File: src/rtl/instr_mem_pkg.sv
// Definitions shared by the instruction memory and its byte-stream loader.
package instr_mem_pkg;

  localparam int INSTR_WIDTH = 16;
  localparam int MEM_DEPTH   = 256;

  // Loader FSM encoding.
  typedef logic [2:0] loader_state_t;
  localparam loader_state_t ST_IDLE    = 3'd0;
  localparam loader_state_t ST_LEN_HI  = 3'd1;
  localparam loader_state_t ST_LEN_LO  = 3'd2;
  localparam loader_state_t ST_DATA_HI = 3'd3;
  localparam loader_state_t ST_DATA_LO = 3'd4;
  localparam loader_state_t ST_DONE    = 3'd5;
  localparam loader_state_t ST_ERROR   = 3'd6;

endpackage

File: src/rtl/instr_mem_loader.sv
// Packs a length-prefixed big-endian byte stream into 16-bit words and writes
// them to instruction memory from address 0, holding the CPU while loading.
module instr_mem_loader
  import instr_mem_pkg::*;
#(
  parameter int ADDR_WIDTH   = 32,
  parameter int INSTR_WIDTH_P = INSTR_WIDTH,
  parameter int DEPTH        = MEM_DEPTH
) (
  input  logic                     clk,
  input  logic                     rst,
  input  logic                     start,
  input  logic                     byte_valid,
  input  logic [7:0]               byte_data,
  output logic                     byte_ready,
  output logic                     wr_en,
  output logic [ADDR_WIDTH-1:0]    wr_addr,
  output logic [INSTR_WIDTH_P-1:0] wr_data,
  output logic                     busy,
  output logic                     done,
  output logic                     error,
  output logic                     cpu_hold
);

  localparam int CNT_W = $clog2(DEPTH + 1);

  loader_state_t    state_r;
  logic [15:0]      count_r;
  logic [CNT_W-1:0] idx_r;
  logic [7:0]       hi_r;

  logic             loading_s;
  logic [15:0]      len_s;
  logic             last_s;

  // Decode of the current state and the length/last-word comparisons.
  always_comb begin
    loading_s = (state_r == ST_LEN_HI) || (state_r == ST_LEN_LO) ||
                (state_r == ST_DATA_HI) || (state_r == ST_DATA_LO);
    len_s     = {count_r[15:8], byte_data};
    last_s    = ((32'(idx_r) + 32'd1) == 32'(count_r));
  end

  assign byte_ready = loading_s;
  assign busy       = loading_s;
  assign cpu_hold   = loading_s;
  assign done       = (state_r == ST_DONE);
  assign error      = (state_r == ST_ERROR);

  // Loader FSM, word counter, holding register and registered write port.
  always_ff @(posedge clk or posedge rst) begin
    if (rst) begin
      state_r <= ST_IDLE;
      count_r <= 16'd0;
      idx_r   <= '0;
      hi_r    <= 8'd0;
      wr_en   <= 1'b0;
      wr_addr <= '0;
      wr_data <= '0;
    end else begin
      wr_en <= 1'b0;
      case (state_r)
        ST_IDLE, ST_DONE, ST_ERROR: begin
          if (start) begin
            state_r <= ST_LEN_HI;
            idx_r   <= '0;
          end
        end
        ST_LEN_HI: begin
          if (byte_valid) begin
            count_r[15:8] <= byte_data;
            state_r       <= ST_LEN_LO;
          end
        end
        ST_LEN_LO: begin
          if (byte_valid) begin
            count_r[7:0] <= byte_data;
            // Oversized lengths are rejected here, before any write can occur.
            if (len_s == 16'd0) begin
              state_r <= ST_DONE;
            end else if (32'(len_s) > 32'(DEPTH)) begin
              state_r <= ST_ERROR;
            end else begin
              state_r <= ST_DATA_HI;
            end
          end
        end
        ST_DATA_HI: begin
          if (byte_valid) begin
            hi_r    <= byte_data;
            state_r <= ST_DATA_LO;
          end
        end
        ST_DATA_LO: begin
          if (byte_valid) begin
            wr_en   <= 1'b1;
            wr_addr <= ADDR_WIDTH'(idx_r);
            wr_data <= INSTR_WIDTH_P'({hi_r, byte_data});
            idx_r   <= idx_r + CNT_W'(1);
            state_r <= last_s ? ST_DONE : ST_DATA_HI;
          end
        end
        default: begin
          state_r <= ST_IDLE;
        end
      endcase
    end
  end

endmodule

File: config.mk
export PLATFORM = sky130hd
export DESIGN_NAME = instr_mem_loader
export DESIGN_NICKNAME = d
export VERILOG_FILES = /design/src/rtl/instr_mem_pkg.sv /design/src/rtl/instr_mem_loader.sv
export SDC_FILE = /design/constraint.sdc
export NUM_CORES = 1
export LEC_CHECK = 0
export CORE_MARGIN = 5
export CORE_UTILIZATION = 63
export CTS_CLUSTER_DIAMETER = 50
export DETAILED_ROUTE_END_ITERATION = 8
export DONT_BUFFER_PORTS = 1
export PLACE_DENSITY = 0.79
export SLEW_MARGIN = 20
export SYNTH_ARGS = -nofsm -noshare
export SYNTH_HDL_FRONTEND = slang
export SYNTH_SLANG_ARGS = --single-unit
File: constraint.sdc
create_clock -name clk -period 2.52 [get_ports clk]
set_clock_uncertainty 0.1 [all_clocks]
set_input_delay 0.504 -clock clk [delete_from_list [all_inputs] [get_ports clk]]
set_output_delay 0.504 -clock clk [all_outputs]
set_load 0.02 [all_outputs]
==> flow_summary.toml, run 1 <==
[flow_run]
drv_cap = 0

[setup_path]
endpoint_kind = "register"
critPathArrivalTime_ps = 2400
rr_worst_depth = 6
crit_family = "simple AND/OR/NAND/NOR gates"
cp_slowest_cell = "or4_4"
criticalPathCategory = "register to register"
cpPeakStageDelay_ps = 490
cp-endpoint = "state_r[2]"
crit_cells = 6
rrSetupSlack_ps = 300
crit_path_max_fanout = 8
timing.critical_path.from = "idx_r[0]"
r2r-start = "idx_r[0]"
crit_buf_inv = 0
crit_chain = "ha_1 -> and3_2 -> xnor2_1 -> or4_4 -> nor4_4 -> a41o_1"
required_ps = 2690
start_kind = "register"
r2r_end = "state_r[2]"

[finish]
nets = 331
syn_to_final_growth_pct = 4.24
n_antenna_cell = 0
drive_gt1_frac = 0.161
final_cells = 390
final_util = 0.688
fillCellCount = 389

[run_status]
status = "completed"

[route]
first_pass_iters = 4
wl_per_cell_um = 17.3
first_iter_violations = 102
route.vias.total = 2212
drc = 0
wl_mm = 6.73
drt-vias-per-instance = 5.67
drt.antenna.violating_nets = 0

[global_routing]
grt_pass1_vias = 2240
grt_pass1_wl_mm = 11.4
overflow = 0
antenna_found_initial = 0
grt_max_degree = 40
grtUsageTotal = 0.232

[die]
core.rowCount = 25
io_pins = 66
die-area_um2 = 6530
dieWidth_um = 80.8
initial_utilization = 0.660
fp.coreArea_um2 = 4790
die_h_um = 80.8

[clock_tree]
cts_tree = "yes"
clock-sinks = 62
clkTransAtPathRegs_ps = 70
htree_levels = 3
clk_latency_ps = 330
clock-root-buffer = "clkbuf_8"
hold_buffers = 0
cts_buffers = 9
post_cts_resized = 0
clockBufferDepth = 2
postCtsSetupRepairBufs = 0

[placement]
gp_congestion = 0.899
port_buffers = 0
place_inst = 374
dpl_worst_slack_ps = 321
hpwl_mm = 4.69

[logic_synthesis]
synthCells = 321
synth-seq-cells = 62
synth_flop_cell = "dfrtp_1"
synth_area_leader_cell = "dfrtp_1"
ys_seq_area_frac = 0.491
synthArstFlopShare = 1.00
ys.warnings.count = 0
synth_area_leaders = "dfrtp_1 (49%), nand2_1 (10%), mux2_2 (8.6%)"
netlist_area_um2 = 3160
synth_top_area_share = 0.491
syn_area_per_cell_um2 = 9.84
yosysUniqueCellTypes = 45
synth_edf_count = 0

[pwr]
p_per_area_nw_per_um2 = 1190
ir_drop_mv = 0.846
p_leak_nw = 1.56

[sta]
hold_viol = 0
period_share = 0.882
fin_hold_ws_ps = 100
worstMarginPinSlew_ps = 804
setup_slack_ps = 297
rsz0062_at_grt = "no"
maxSlewHeadroom = 0.464
drv_slew = 0
min_period_ps = 2220
setup_viol = 0
setup_tns_ps = 0
fmax_mhz = 450

[min_path]
min_path_type = "primary input to asynchronous set/reset pin"
[flip-flops by register name, summed over array words and instances, names as in the netlist]
signal / cells
wr_data: 16
state_r: 3
idx_r: 9
wr_addr: 9
wr_en: 1
hi_r: 8
count_r: 16
[per-stage QoR]
stage / total power, mW / instance area [µm²]
global route: 4.14 / 3290
finish: 3.90 / 3290
CTS: 3.92 / 3290
floorplan: 2.79 / 3240
global placement: 2.91 / 3070
detailed placement: 2.97 / 3070
[cell usage after synthesis (2+ instances only)]
library cell	number
a21oi_1	2
and2_1	2
and3_1	3
and4_1	2
buf_4	27
buf_6	5
clkbuf_1	8
dfrtp_1	62
inv_1	5
mux2_2	24
nand2_1	88
nand3_1	8
nand4_1	6
nor2_1	12
nor3_1	3
o21ai_0	16
o22ai_1	2
o31ai_1	4
or3_1	2
or4_1	2
xnor2_1	11
xor2_1	4
[cell usage in the layout, fill, tap and decap left out, types with 2 or more instances in the layout]
| master | instances |
|---|---|
| o22ai_1 | 2 |
| nand3_1 | 8 |
| dfrtp_1 | 62 |
| mux2_2 | 24 |
| nor3_1 | 3 |
| o31ai_1 | 4 |
| a21oi_1 | 2 |
| nand2_1 | 88 |
| or4_1 | 2 |
| xor2_1 | 4 |
| buf_4 | 6 |
| inv_1 | 4 |
| xnor2_1 | 11 |
| o21ai_0 | 16 |
| and2_1 | 2 |
| nor2_1 | 12 |
| nand4_1 | 6 |
| conb_1 | 23 |
| or3_1 | 2 |
| clkbuf_8 | 13 |
| and4_1 | 2 |
| and3_1 | 3 |
[cells by family (layout without fill, tap and decap cells)]
kind of cell               count (synthesis)  after routing  synth area share
other                                      1             23           0.00119
DFF                                       62             62             0.491
muxes                                     25             25            0.0887
xor gates and xnor gates                  16             16            0.0503
and+or+nand+nor                          136            136             0.197
adders and majority gates                  1              1           0.00396
buffers and inverters                     47             27             0.100
AOI/OAI and AO/OA                         33             33            0.0670
[final cells by class]
| type | count | area, µm² | share of cell area |
|---|---|---|---|
| inverters | 5 | 18.8 | 0.00570 |
| repair buffers | 6 | 45.0 | 0.0137 |
| clock inverters | 2 | 37.5 | 0.0114 |
| clock buffers | 14 | 183 | 0.0555 |
| well taps | 67 | 83.8 | 0.0255 |
| multi-input cells | 234 | 1370 | 0.417 |
| flip-flops and latches | 62 | 1550 | 0.471 |
[routing by layer]
layer / up-vias / wire (µm) / track usage
met5: - / 0 / 0
met1: 1070 / 2790 / 0.292
met4: 0 / 193 / 0.0997
met2: 93 / 3210 / 0.374
li1: 1027 / - / -
met3: 22 / 538 / 0.0665
[worst min path at each step]
stage / slack (ps) / to / depth (start not counted) / startpoint
2_1_floorplan: 330 / wr_data[10] / 2 / hi_r[2]
3_3_place_gp: 340 / wr_data[10] / 2 / hi_r[2]
3_5_place_dp: 360 / wr_data[8] / 2 / hi_r[0]
4_1_cts: 130 / hi_r[0] / 1 / rst
5_1_grt: 170 / wr_data[8] / 1 / rst
6_report: 100 / wr_addr[1] / 1 / rst
[power by group]
group	leakage, nW	switching [mW]	internal [mW]
Sequential	0.789	0.502	1.36
Combinational	0.666	0.603	0.504
Clock	0.109	0.373	0.566
Power figures use the tool's default switching activity.
==> run 2, diff against run 1 <==
--- a/config.mk
+++ b/config.mk
@@ -5,12 +5,13 @@
 export SDC_FILE = /design/constraint.sdc
 export NUM_CORES = 1
 export LEC_CHECK = 0
+export CORE_ASPECT_RATIO = 1.25
 export CORE_MARGIN = 5
 export CORE_UTILIZATION = 63
 export CTS_CLUSTER_DIAMETER = 50
 export DETAILED_ROUTE_END_ITERATION = 8
 export DONT_BUFFER_PORTS = 1
-export PLACE_DENSITY = 0.79
+export PLACE_DENSITY = 0.77
 export SLEW_MARGIN = 20
 export SYNTH_ARGS = -nofsm -noshare
 export SYNTH_HDL_FRONTEND = slang
==> flow_summary.toml, run 2 (synthesis results as in run 1) <==
[clock_tree]
cts_buffers = 9
hold_buffers = 0
post_cts_resized = 0
htree_levels = 3
clkTransAtPathRegs_ps = 70
clock-sinks = 62
cts_tree = "yes"
clock-root-buffer = "clkbuf_8"
clockBufferDepth = 2
postCtsSetupRepairBufs = 0
clk_latency_ps = 340

[route]
drc = 0
first_pass_iters = 4
first_iter_violations = 160
wl_per_cell_um = 16.5
drt.antenna.violating_nets = 0
route.vias.total = 2171
drt-vias-per-instance = 5.65
wl_mm = 6.34

[sta]
rsz0062_at_grt = "no"
hold_viol = 1
fmax_mhz = 451
worstMarginPinSlew_ps = 529
period_share = 0.879
maxSlewHeadroom = 0.644
drv_slew = 0
setup_viol = 0
fin_hold_ws_ps = -1.95
min_period_ps = 2220
setup_tns_ps = 0

[setup_path]
critPathArrivalTime_ps = 2390
criticalPathCategory = "register to register"
endpoint_kind = "register"
cp_slowest_cell = "or4_4"
rr_worst_depth = 6
crit_path_max_fanout = 8
required_ps = 2700
crit_chain = "ha_1 -> and3_2 -> xnor2_1 -> or4_4 -> nor4_4 -> a41o_1"
cpPeakStageDelay_ps = 490
start_kind = "register"
rrSetupSlack_ps = 300

[pwr]
finalPower_mw = 3.93
ir_drop_mv = 0.739
p_per_area_nw_per_um2 = 1190
p_leak_nw = 1.58

[finish]
final_util = 0.689
n_antenna_cell = 0
largestRegisters = "count_r x16, wr_data x16"
final_common_cell = "nand2_1"
layout_common_cells = "nand2_1 (88), dfrtp_1 (62), mux2_2 (24), conb_1 (23), o21ai_0 (16)"
syn_to_final_growth_pct = 4.71
drive_gt1_frac = 0.164
nets = 332

[placement]
port_buffers = 0
gp_congestion = 0.827
hpwl_mm = 4.47

[die]
initial_utilization = 0.658
io_pins = 66
die-area_um2 = 6540
core.rowCount = 28
fp.coreArea_um2 = 4800
die_h_um = 89.2
dieWidth_um = 73.3

[run_status]
status = "finished with violations"
violations = "hold timing"

[global_routing]
grt_max_degree = 63
overflow = 0
antenna_found_initial = 0
grtUsageTotal = 0.213
grt_pass1_vias = 2072
grt_pass1_wl_mm = 10.4

[flow_run]
drv_cap = 0

[min_path]
min_path_type = "primary input to asynchronous set/reset pin"
[run 2: cell types whose count changed in the layout (fill, tap and decap cells not counted), sizes merged]
cell      before  now
clkbuf        14   11
clkinv         0    3
buf            6    7
bufinv         1    2
clkinvlp       1    0
[run 2: cell type report]
type / instances / area, µm²
Fill cell: 366 / 1490
Clock inverter: 5 / 82.6
Sequential cell: 62 / 1550
Multi-Input combinational cell: 234 / 1370
Clock buffer: 11 / 141
Timing Repair Buffer: 7 / 65.1
Tap cell: 60 / 75.1
Inverter: 5 / 18.8
[run 2: critical path: cells and delay by family (launching register included)]
family	cells	cell delay [ps]
flops	1	460
simple gates	3	930
compound gates	1	200
xor+xnor	1	130
fa+ha+maj	1	330
[run 2: per-stage QoR]
stage | instance area (µm²) | setup slack [ps] | instances
5_1_grt | 3310 | 229 | 384
6_report | 3310 | 304 | 384
4_1_cts | 3310 | 311 | 384
2_1_floorplan | 3240 | 375 | 343
3_3_place_gp | 3080 | 370 | 368
3_5_place_dp | 3080 | 345 | 368
[run 2: metal layers]
metal | wire length (µm) | global-route usage | part of all wire | vias to the layer above
li1 | - | - | - | 1025
met5 | 0 | 0 | 0 | -
met1 | 2560 | 0.258 | 0.40 | 1054
met2 | 3250 | 0.352 | 0.51 | 84
met3 | 447 | 0.0697 | 0.071 | 8
met4 | 76 | 0.0824 | 0.012 | 0
[run 2: path summary, 6_finish.rpt]
check,end,from
worst min register to register,wr_data[9],hi_r[1]
worst max-delay path,state_r[2],idx_r[0]
worst max register to register,state_r[2],idx_r[0]
min in group clk,wr_data[2],byte_data[2]
worst min-delay path,wr_addr[6],rst
max in group asynchronous,wr_addr[7],rst
[run 2: power breakdown]
part	leakage, nW	internal, mW	total [mW]	switching (mW)
combinational	0.677	0.510	1.09	0.583
clock	0.113	0.586	0.975	0.389
sequential	0.789	1.36	1.86	0.502
==> run 3, diff against run 2 <==
==> constraint.sdc (replaced) <==
create_clock -name clk -period 2.32 [get_ports clk]
set_clock_uncertainty 0.1 [all_clocks]
set_input_delay 0.464 -clock clk [delete_from_list [all_inputs] [get_ports clk]]
set_output_delay 0.464 -clock clk [all_outputs]
set_load 0.02 [all_outputs]
==> flow_summary.toml, run 3 (synthesis results as in run 1) <==
[route]
drt-vias-per-instance = 5.70
wl_mm = 6.52
drc = 0
route.vias.total = 2216
first_iter_violations = 161
first_pass_iters = 4
drt.antenna.violating_nets = 0
wl_per_cell_um = 16.8

[placement]
hpwl_mm = 4.63
gp_congestion = 0.854
port_buffers = 0
place_inst = 372

[finish]
n_antenna_cell = 0
largestRegisters = "count_r x16, wr_data x16"
final_common_cell = "nand2_1"
nets = 337
drive_gt1_frac = 0.173
syn_to_final_growth_pct = 5.67
layout_common_cells = "nand2_1 (88), dfrtp_1 (62), mux2_2 (24), conb_1 (23), o21ai_0 (16)"
final_cells = 389

[clock_tree]
clock-sinks = 62
clock-root-buffer = "clkbuf_8"
clockBufferDepth = 2
htree_levels = 3
cts_buffers = 9
clkTransAtPathRegs_ps = 70
cts_tree = "yes"
post_cts_resized = 0
clk_latency_ps = 340

[pwr]
clkPwrFrac = 0.238
finalPower_mw = 4.29
p_per_area_nw_per_um2 = 1290
pwr-share-seq = 0.459
ir_drop_mv = 0.854
power_switching_mw = 1.63
p_leak_nw = 1.60
p_int_mw = 2.66
swShare = 0.379
combinationalPowerShare = 0.303

[sta]
fmax_mhz = 458
worstMarginPinSlew_ps = 522
rsz0062_at_grt = "no"
fin_hold_ws_ps = 134
setup_viol = 0
min_period_ps = 2180
period_share = 0.940
drv_slew = 0
setup_tns_ps = 0
hold_viol = 0
maxSlewHeadroom = 0.649

[die]
die-area_um2 = 6540
initial_utilization = 0.658
core.rowCount = 28
dieWidth_um = 73.3
io_pins = 66
fp.coreArea_um2 = 4800
die_h_um = 89.2

[setup_path]
cp-endpoint = "state_r[2]"
endpoint_kind = "register"
cp_slowest_cell = "or4_4"
start_kind = "register"
rr_worst_depth = 6
crit_family = "simple AND/OR/NAND/NOR gates"
criticalPathCategory = "register to register"
rrSetupSlack_ps = 140
cpPeakStageDelay_ps = 490
r2r_end = "state_r[2]"
required_ps = 2490
timing.critical_path.from = "idx_r[1]"
crit_buf_inv = 0
crit_path_max_fanout = 7
r2r-start = "idx_r[1]"
crit_chain = "ha_1 -> and3_2 -> xnor2_1 -> or4_4 -> nor4_4 -> a41o_1"
critPathArrivalTime_ps = 2350
crit_cells = 6

[global_routing]
grt_pass1_wl_mm = 10.9
antenna_found_initial = 0
grt_pass1_vias = 2149
grtUsageTotal = 0.223
grt_max_degree = 63
overflow = 0

[run_status]
status = "completed"

[flow_run]
drv_cap = 0

[min_path]
min_path_type = "primary input to register"
-- run 3: per-stage QoR --
step / util / worst slack (ps) / instance area, µm²
6_report: 0.695 / 139 / 3340
5_1_grt: 0.695 / 66.0 / 3340
4_1_cts: 0.695 / 136 / 3340
3_5_place_dp: 0.649 / 169 / 3110
3_3_place_gp: 0.649 / 218 / 3110
2_1_floorplan: - / 204 / 3240
-- run 3: metal layers --
metal  wire length, µm  up-vias  track usage
met3               487       10       0.0484
met1              2610     1077        0.279
li1                  -     1036            -
met4                85        0       0.0807
met5                 0        -            0
met2              3330       93        0.381
-- run 3: how the worst min path moves through the flow --
stage / cells past startpoint / slack [ps] / end / start
detailed placement: 2 / 350 / wr_addr[1] / rst
global placement: 2 / 340 / state_r[0] / rst
floorplan: 2 / 330 / wr_data[10] / hi_r[2]
global route: 2 / 140 / wr_data[7] / byte_data[7]
finish: 2 / 130 / wr_data[6] / byte_data[6]
CTS: 2 / 130 / wr_data[7] / byte_data[7]
-- run 3: cell type report --
cell class / count / area, µm²
clock buffer: 10 / 128
sequential: 62 / 1550
tap: 60 / 75.1
timing repair buffer: 12 / 105
fill: 380 / 1460
clock inverter: 6 / 86.3
inverter: 5 / 18.8
multi-input combinational: 234 / 1370
-- run 3: what timing repair did --
action,4_1_cts,5_1_grt
hold endpoints to repair,51,0
buffers inserted,0,0
hold buffers,1,0
-- run 3: power groups by stage --
stage	Combinational [mW]	Clock (mW)	Sequential, mW
5_1_grt	1.46	1.09	2.02
3_3_place_gp	1.26	0	1.97
2_1_floorplan	1.16	0	1.87
3_5_place_dp	1.30	0	1.99
4_1_cts	1.31	1.04	1.97
6_report	1.30	1.02	1.97
==> variant 1: new RTL, flow settings as in run 3 <==
`MEM_DEPTH`: 256 -> 512.
--- a/src/rtl/instr_mem_pkg.sv
+++ b/src/rtl/instr_mem_pkg.sv
@@ -3,5 +3,5 @@
 
   localparam int INSTR_WIDTH = 16;
-  localparam int MEM_DEPTH   = 256;
+  localparam int MEM_DEPTH   = 512;
 
   // Loader FSM encoding.
Formal check against the unedited RTL: not equivalent (Yosys sat finds a counterexample within 4 cycles, from zero or initial values and one cycle with rst high).
==> variant 1 against run 3 <==
Area after synthesis is 1.9% higher; sequential share of layout area hardly changed; critical path depth stayed put; clock power is 7% lower; largest cell class unchanged; sequential cell count is 2 higher; global-route usage hardly changed; cell count is 4.9% higher; worst setup slack worse by 0.0024 ns; design area is 3.3% higher; total power is 1.5% lower; wire length is 2.3% higher.
==> variant 1: results (changes against run 3) <==
- CP endpoint: state_r[1]
- Flop-to-flop setup slack: between 0.1 and 0.15 ns
- Post-synth ARST share: 100% (unchanged)
- # diodes: 0 (unchanged)
- Worst setup path startpoint: count_r[11]
- Worst-Margin Slew: 0.599 ns (+0.0774 ns)
- Adder-Cell Fraction of Synth Area: 0.389% (-0.0074 points)
- Cells after DPL: 391 (+5.1%)
- Outcome: completed
- Final nets: 354 (+5.0%)
- Hold Path Stages: 2 (unchanged)
- Layout cells sized above 1: 17.3% (about the same)
- Pleak: 1.62 nW (+1.7%)
- Worst path arrival time: 2.30 ns (-0.05 ns)
- Delay-heaviest family, CP: simple AND/OR/NAND/NOR gates
- XOR/XNOR Fraction of Synth Area: 4.08% (-0.95 points)
- Post-synthesis mux area share: 8.71% (-0.17 points)
- Worst hold slack: 0.127 ns (-0.00688 ns)
- Hold EP: wr_data[7]
- RD Place Congestion: 0.864 (+1.1%)
- Drt initial violations: 159 (-1.2%)
- CTS Buf Count: 9 (unchanged)
- Root buffer cell: clkbuf_8
- Post-synth cell types: 49 (+8.9%)
- Area grow syn2layout: 7.08%
- Clk_lat worst skew: 0.34 ns (about the same)
- Cell Area, Placed: 3230 µm² (+3.6%)
- Max IR drop VDD: 741 µV (-13%)
- Layout Cells excl Fill: 408 (+4.9%)
- Cts hold-fix bufs: 1 (unchanged)
- Period utilisation layout: 94.1% (+0.10 points)
- HPWL after detailed placement: 4.84 mm (+4.6%)
- Seq/Total Area, Yosys: 49.8% (+0.64 points)
- H-Tree Depth: 3 (unchanged)
- Fillers: 382 (+0.53%)
- Total wire length: 6.67 mm (+2.3%)
- Clk pin slew, worst setup/hold paths: 0.07 ns (about the same)
- Overall via count from detail_route: 2297 (+3.7%)
- Largest net degree at the start of global routing: 37 (-41%)
- Post-CTS setup repair buffer count: 0 (unchanged)
- Drt pass-1 iters: 6 (+2)
- Cells after synthesis: 338 (+5.3%)
- Commonest cells in the netlist: nand2_1, dfrtp_1, buf_4, mux2_2, o21ai_0
- Yosys warns: 0 (unchanged)
- Registers with the most flip-flops: count_r: 16 flops, wr_data: 16 flops
- Start point of the worst hold path: byte_data[7]
- Initial antenna violation count: 0 (unchanged)
- Slowest library cell on the worst path: or4_4
- Compound-Gate Fraction of Synth Area: 8.24% (+1.5 points)
- CP max stage delay: 0.54 ns (+0.05 ns)
- Worst slack at placement: 0.105 ns (-0.0638 ns)
- CP max FO: 2 (-5)
- GRT Overall Usage: 22.3% (about the same)
- Worst hold path type: input pin to flop
- First-pass GRT wire length: 11.4 mm (+4.7%)
- Top cells by area, synth: dfrtp_1, nand2_1, mux2_2
- PostCTS Resize Cnt: 0 (unchanged)
variant 1: changes by cell type in the layout (fill, tap and decap cells not counted), sizes merged, moves of 3 or more:
cell,run 3,this run
nand4,6,2
nor3,4,7
a22oi,0,3
nand2,88,94
xor2,4,7
xnor2,12,8
o21ai,16,20
variant 1: power by group:
part / internal [mW] / total [mW] / switching [mW]
combinational: 0.592 / 1.28 / 0.685
clock: 0.524 / 0.950 / 0.427
sequential: 1.51 / 2.00 / 0.495
variant 1: cell type report:
cell class,instances,share of cell area [%]
Clock buffer,11,4.10
Clock inverter,5,1.63
Inverter,3,0.327
Multi-Input combinational cell,249,41.7
Sequential cell,64,46.5
Tap cell,62,2.25
Timing Repair Buffer,14,3.49
variant 1: worst reg2reg max path, delay by kind of cell (launching register included):
kind	cells	cell delay (ns)
AOI/OAI and AO/OA	2	0.52
and+or+nand+nor	4	1.06
DFF	1	0.38
variant 1: layer usage:
metal  track usage (%)  wire, µm
met5                 0         0
met4              9.97       165
met3              6.03       410
met2              35.4      3540
met1              28.0      2550
==> variant 2: new RTL, settings of run 3 <==
Made on the original files. Register the output `error`, with the module's reset; this adds one clock of latency there. The other outputs are not delayed to match.
--- a/src/rtl/instr_mem_loader.sv
+++ b/src/rtl/instr_mem_loader.sv
@@ -46,5 +46,11 @@
   assign cpu_hold   = loading_s;
   assign done       = (state_r == ST_DONE);
-  assign error      = (state_r == ST_ERROR);
+  always_ff @(posedge clk or posedge rst) begin
+    if (rst) begin
+      error <= '0;
+    end else begin
+      error <= (state_r == ST_ERROR);
+    end
+  end
 
   // Loader FSM, word counter, holding register and registered write port.
Formal check against the unedited RTL: not equivalent (a bounded check fails within 4 cycles, from zero or initial values and one cycle with rst high).
==> variant 2 against run 3 <==
Global-route usage fell by 0.19 points; count of clock-buffer cells in the layout unchanged; die area up 0.69%; non-clock buffer count fell by 2; worst setup slack gained 0.0048 ns; design area down 0.53%; wire length grew 0.31%; total power fell by 3.8%; sequential cell count up 1; cell count grew 0.26%; area after synthesis up 0.79%; critical path depth unchanged; critical path type unchanged; largest cell class unchanged.
==> variant 2: results (changes against run 3) <==
- Outcome: completed
- Met1 Resource Use GR: 26.6% (-1.3 points)
- Post-CTS setup repair buffer count: 0 (unchanged)
- Met1 Wirelength: 2.61 mm (about the same)
- Top cells by area, synth: dfrtp_1, nand2_1, mux2_2
- Via count of the first global-routing pass: 2208 (+2.7%)
- GRT Overall Usage: 22.1% (-0.19 points)
- Mean routed wirelength per cell: 16.8 µm (about the same)
- Seq/Total Area, Yosys: 49.5% (+0.40 points)
- Cts hold-fix bufs: 1 (unchanged)
- Longest Clk Path Bufs: 2 (unchanged)
- Switch share: 39.7% (+1.8 points)
- Cells after DPL: 373 (+0.27%)
- Vias per cell: 5.68 (-0.26%)
- Met3 Use GR: 7.09% (+2.2 points)
- Largest net degree at the start of global routing: 41 (-35%)
- M2 GR Usage: 34.5% (-3.6 points)
- First-pass GRT wire length: 10.8 mm (-1.2%)
- Fillers: 412 (+8.4%)
- Max IR drop VDD: 830 µV (-2.8%)
- Met3 wire len: 478 µm (-1.8%)
- Commonest cells in the netlist: nand2_1, dfrtp_1, buf_4, mux2_2, o21ai_0
- Clk pin slew, worst setup/hold paths: 0.07 ns (about the same)
- Drt initial violations: 164 (+1.9%)
- Met2 wire length: 3.29 mm (-1.1%)
- Total wire length: 6.54 mm (+0.31%)
- Worst-Margin Slew: 0.671 ns (+0.149 ns)
- Top Layer Used: met4
- RD Place Congestion: 0.873 (+2.3%)
- Final nets: 336 (-0.30%)
- Cells after synthesis: 322 (+0.31%)
- Cell Area, Placed: 3130 µm² (+0.40%)
- Pleak: 1.58 nW (-0.90%)
- Worst slack at placement: 0.168 ns (-0.000433 ns)
- HPWL after detailed placement: 4.54 mm (-2.0%)
- Layout cells sized above 1: 17.1% (-0.25 points)
- CORE AREA: 5010 µm² (+4.3%)
==> variant 2: cell types whose count changed in the layout (fill, tap and decap cells not counted), sizes merged <==
cell,delta
buf,-2
bufinv,-2
clkinv,+1
clkinvlp,+1
dfrtp,+1
==> variant 2: final timing paths <==
check	depth (start not counted)	from	slack [ns]	endpoint
worst max-delay path	6	idx_r[1]	0.14	state_r[2]
worst min-delay path	2	byte_data[1]	0.12	wr_data[1]
worst max register to register	6	idx_r[1]	0.14	state_r[2]
worst min register to register	2	hi_r[5]	0.37	wr_data[13]
max in group asynchronous	3	rst	0.99	count_r[13]
min in group asynchronous	2	rst	0.54	wr_addr[5]
==> variant 2: kinds of logic after synthesis <==
kind of cell    share of synthesized area (%)
simple gates                             19.6
fa+ha+maj                               0.393
other cells                             0.118
xor+xnor                                 4.99
flops                                    49.5
mux                                      8.81
compound gates                           6.64
buf+inv                                  9.94
==> variant 2: final cells by class <==
| class | count | area [µm²] | share of cell area (%) |
|---|---|---|---|
| clock inverter | 6 | 46.3 | 1.39 |
| multi-input combinational | 234 | 1370 | 41.3 |
| timing repair buffer | 10 | 90.1 | 2.71 |
| tap | 62 | 77.6 | 2.34 |
| sequential | 63 | 1580 | 47.5 |
| clock buffer | 10 | 138 | 4.15 |
| inverter | 5 | 18.8 | 0.565 |
==> variant 2: power by group through the flow <==
stage                     logic [mW]  clock network (mW)  registers [mW]
after floorplan                 1.15                   0            1.90
after global placement          1.20                   0            2.00
after detailed placement        1.25                   0            2.02
after CTS                       1.26               0.880            2.01
after global routing            1.41               0.928            2.07
final                           1.26               0.865            2.01
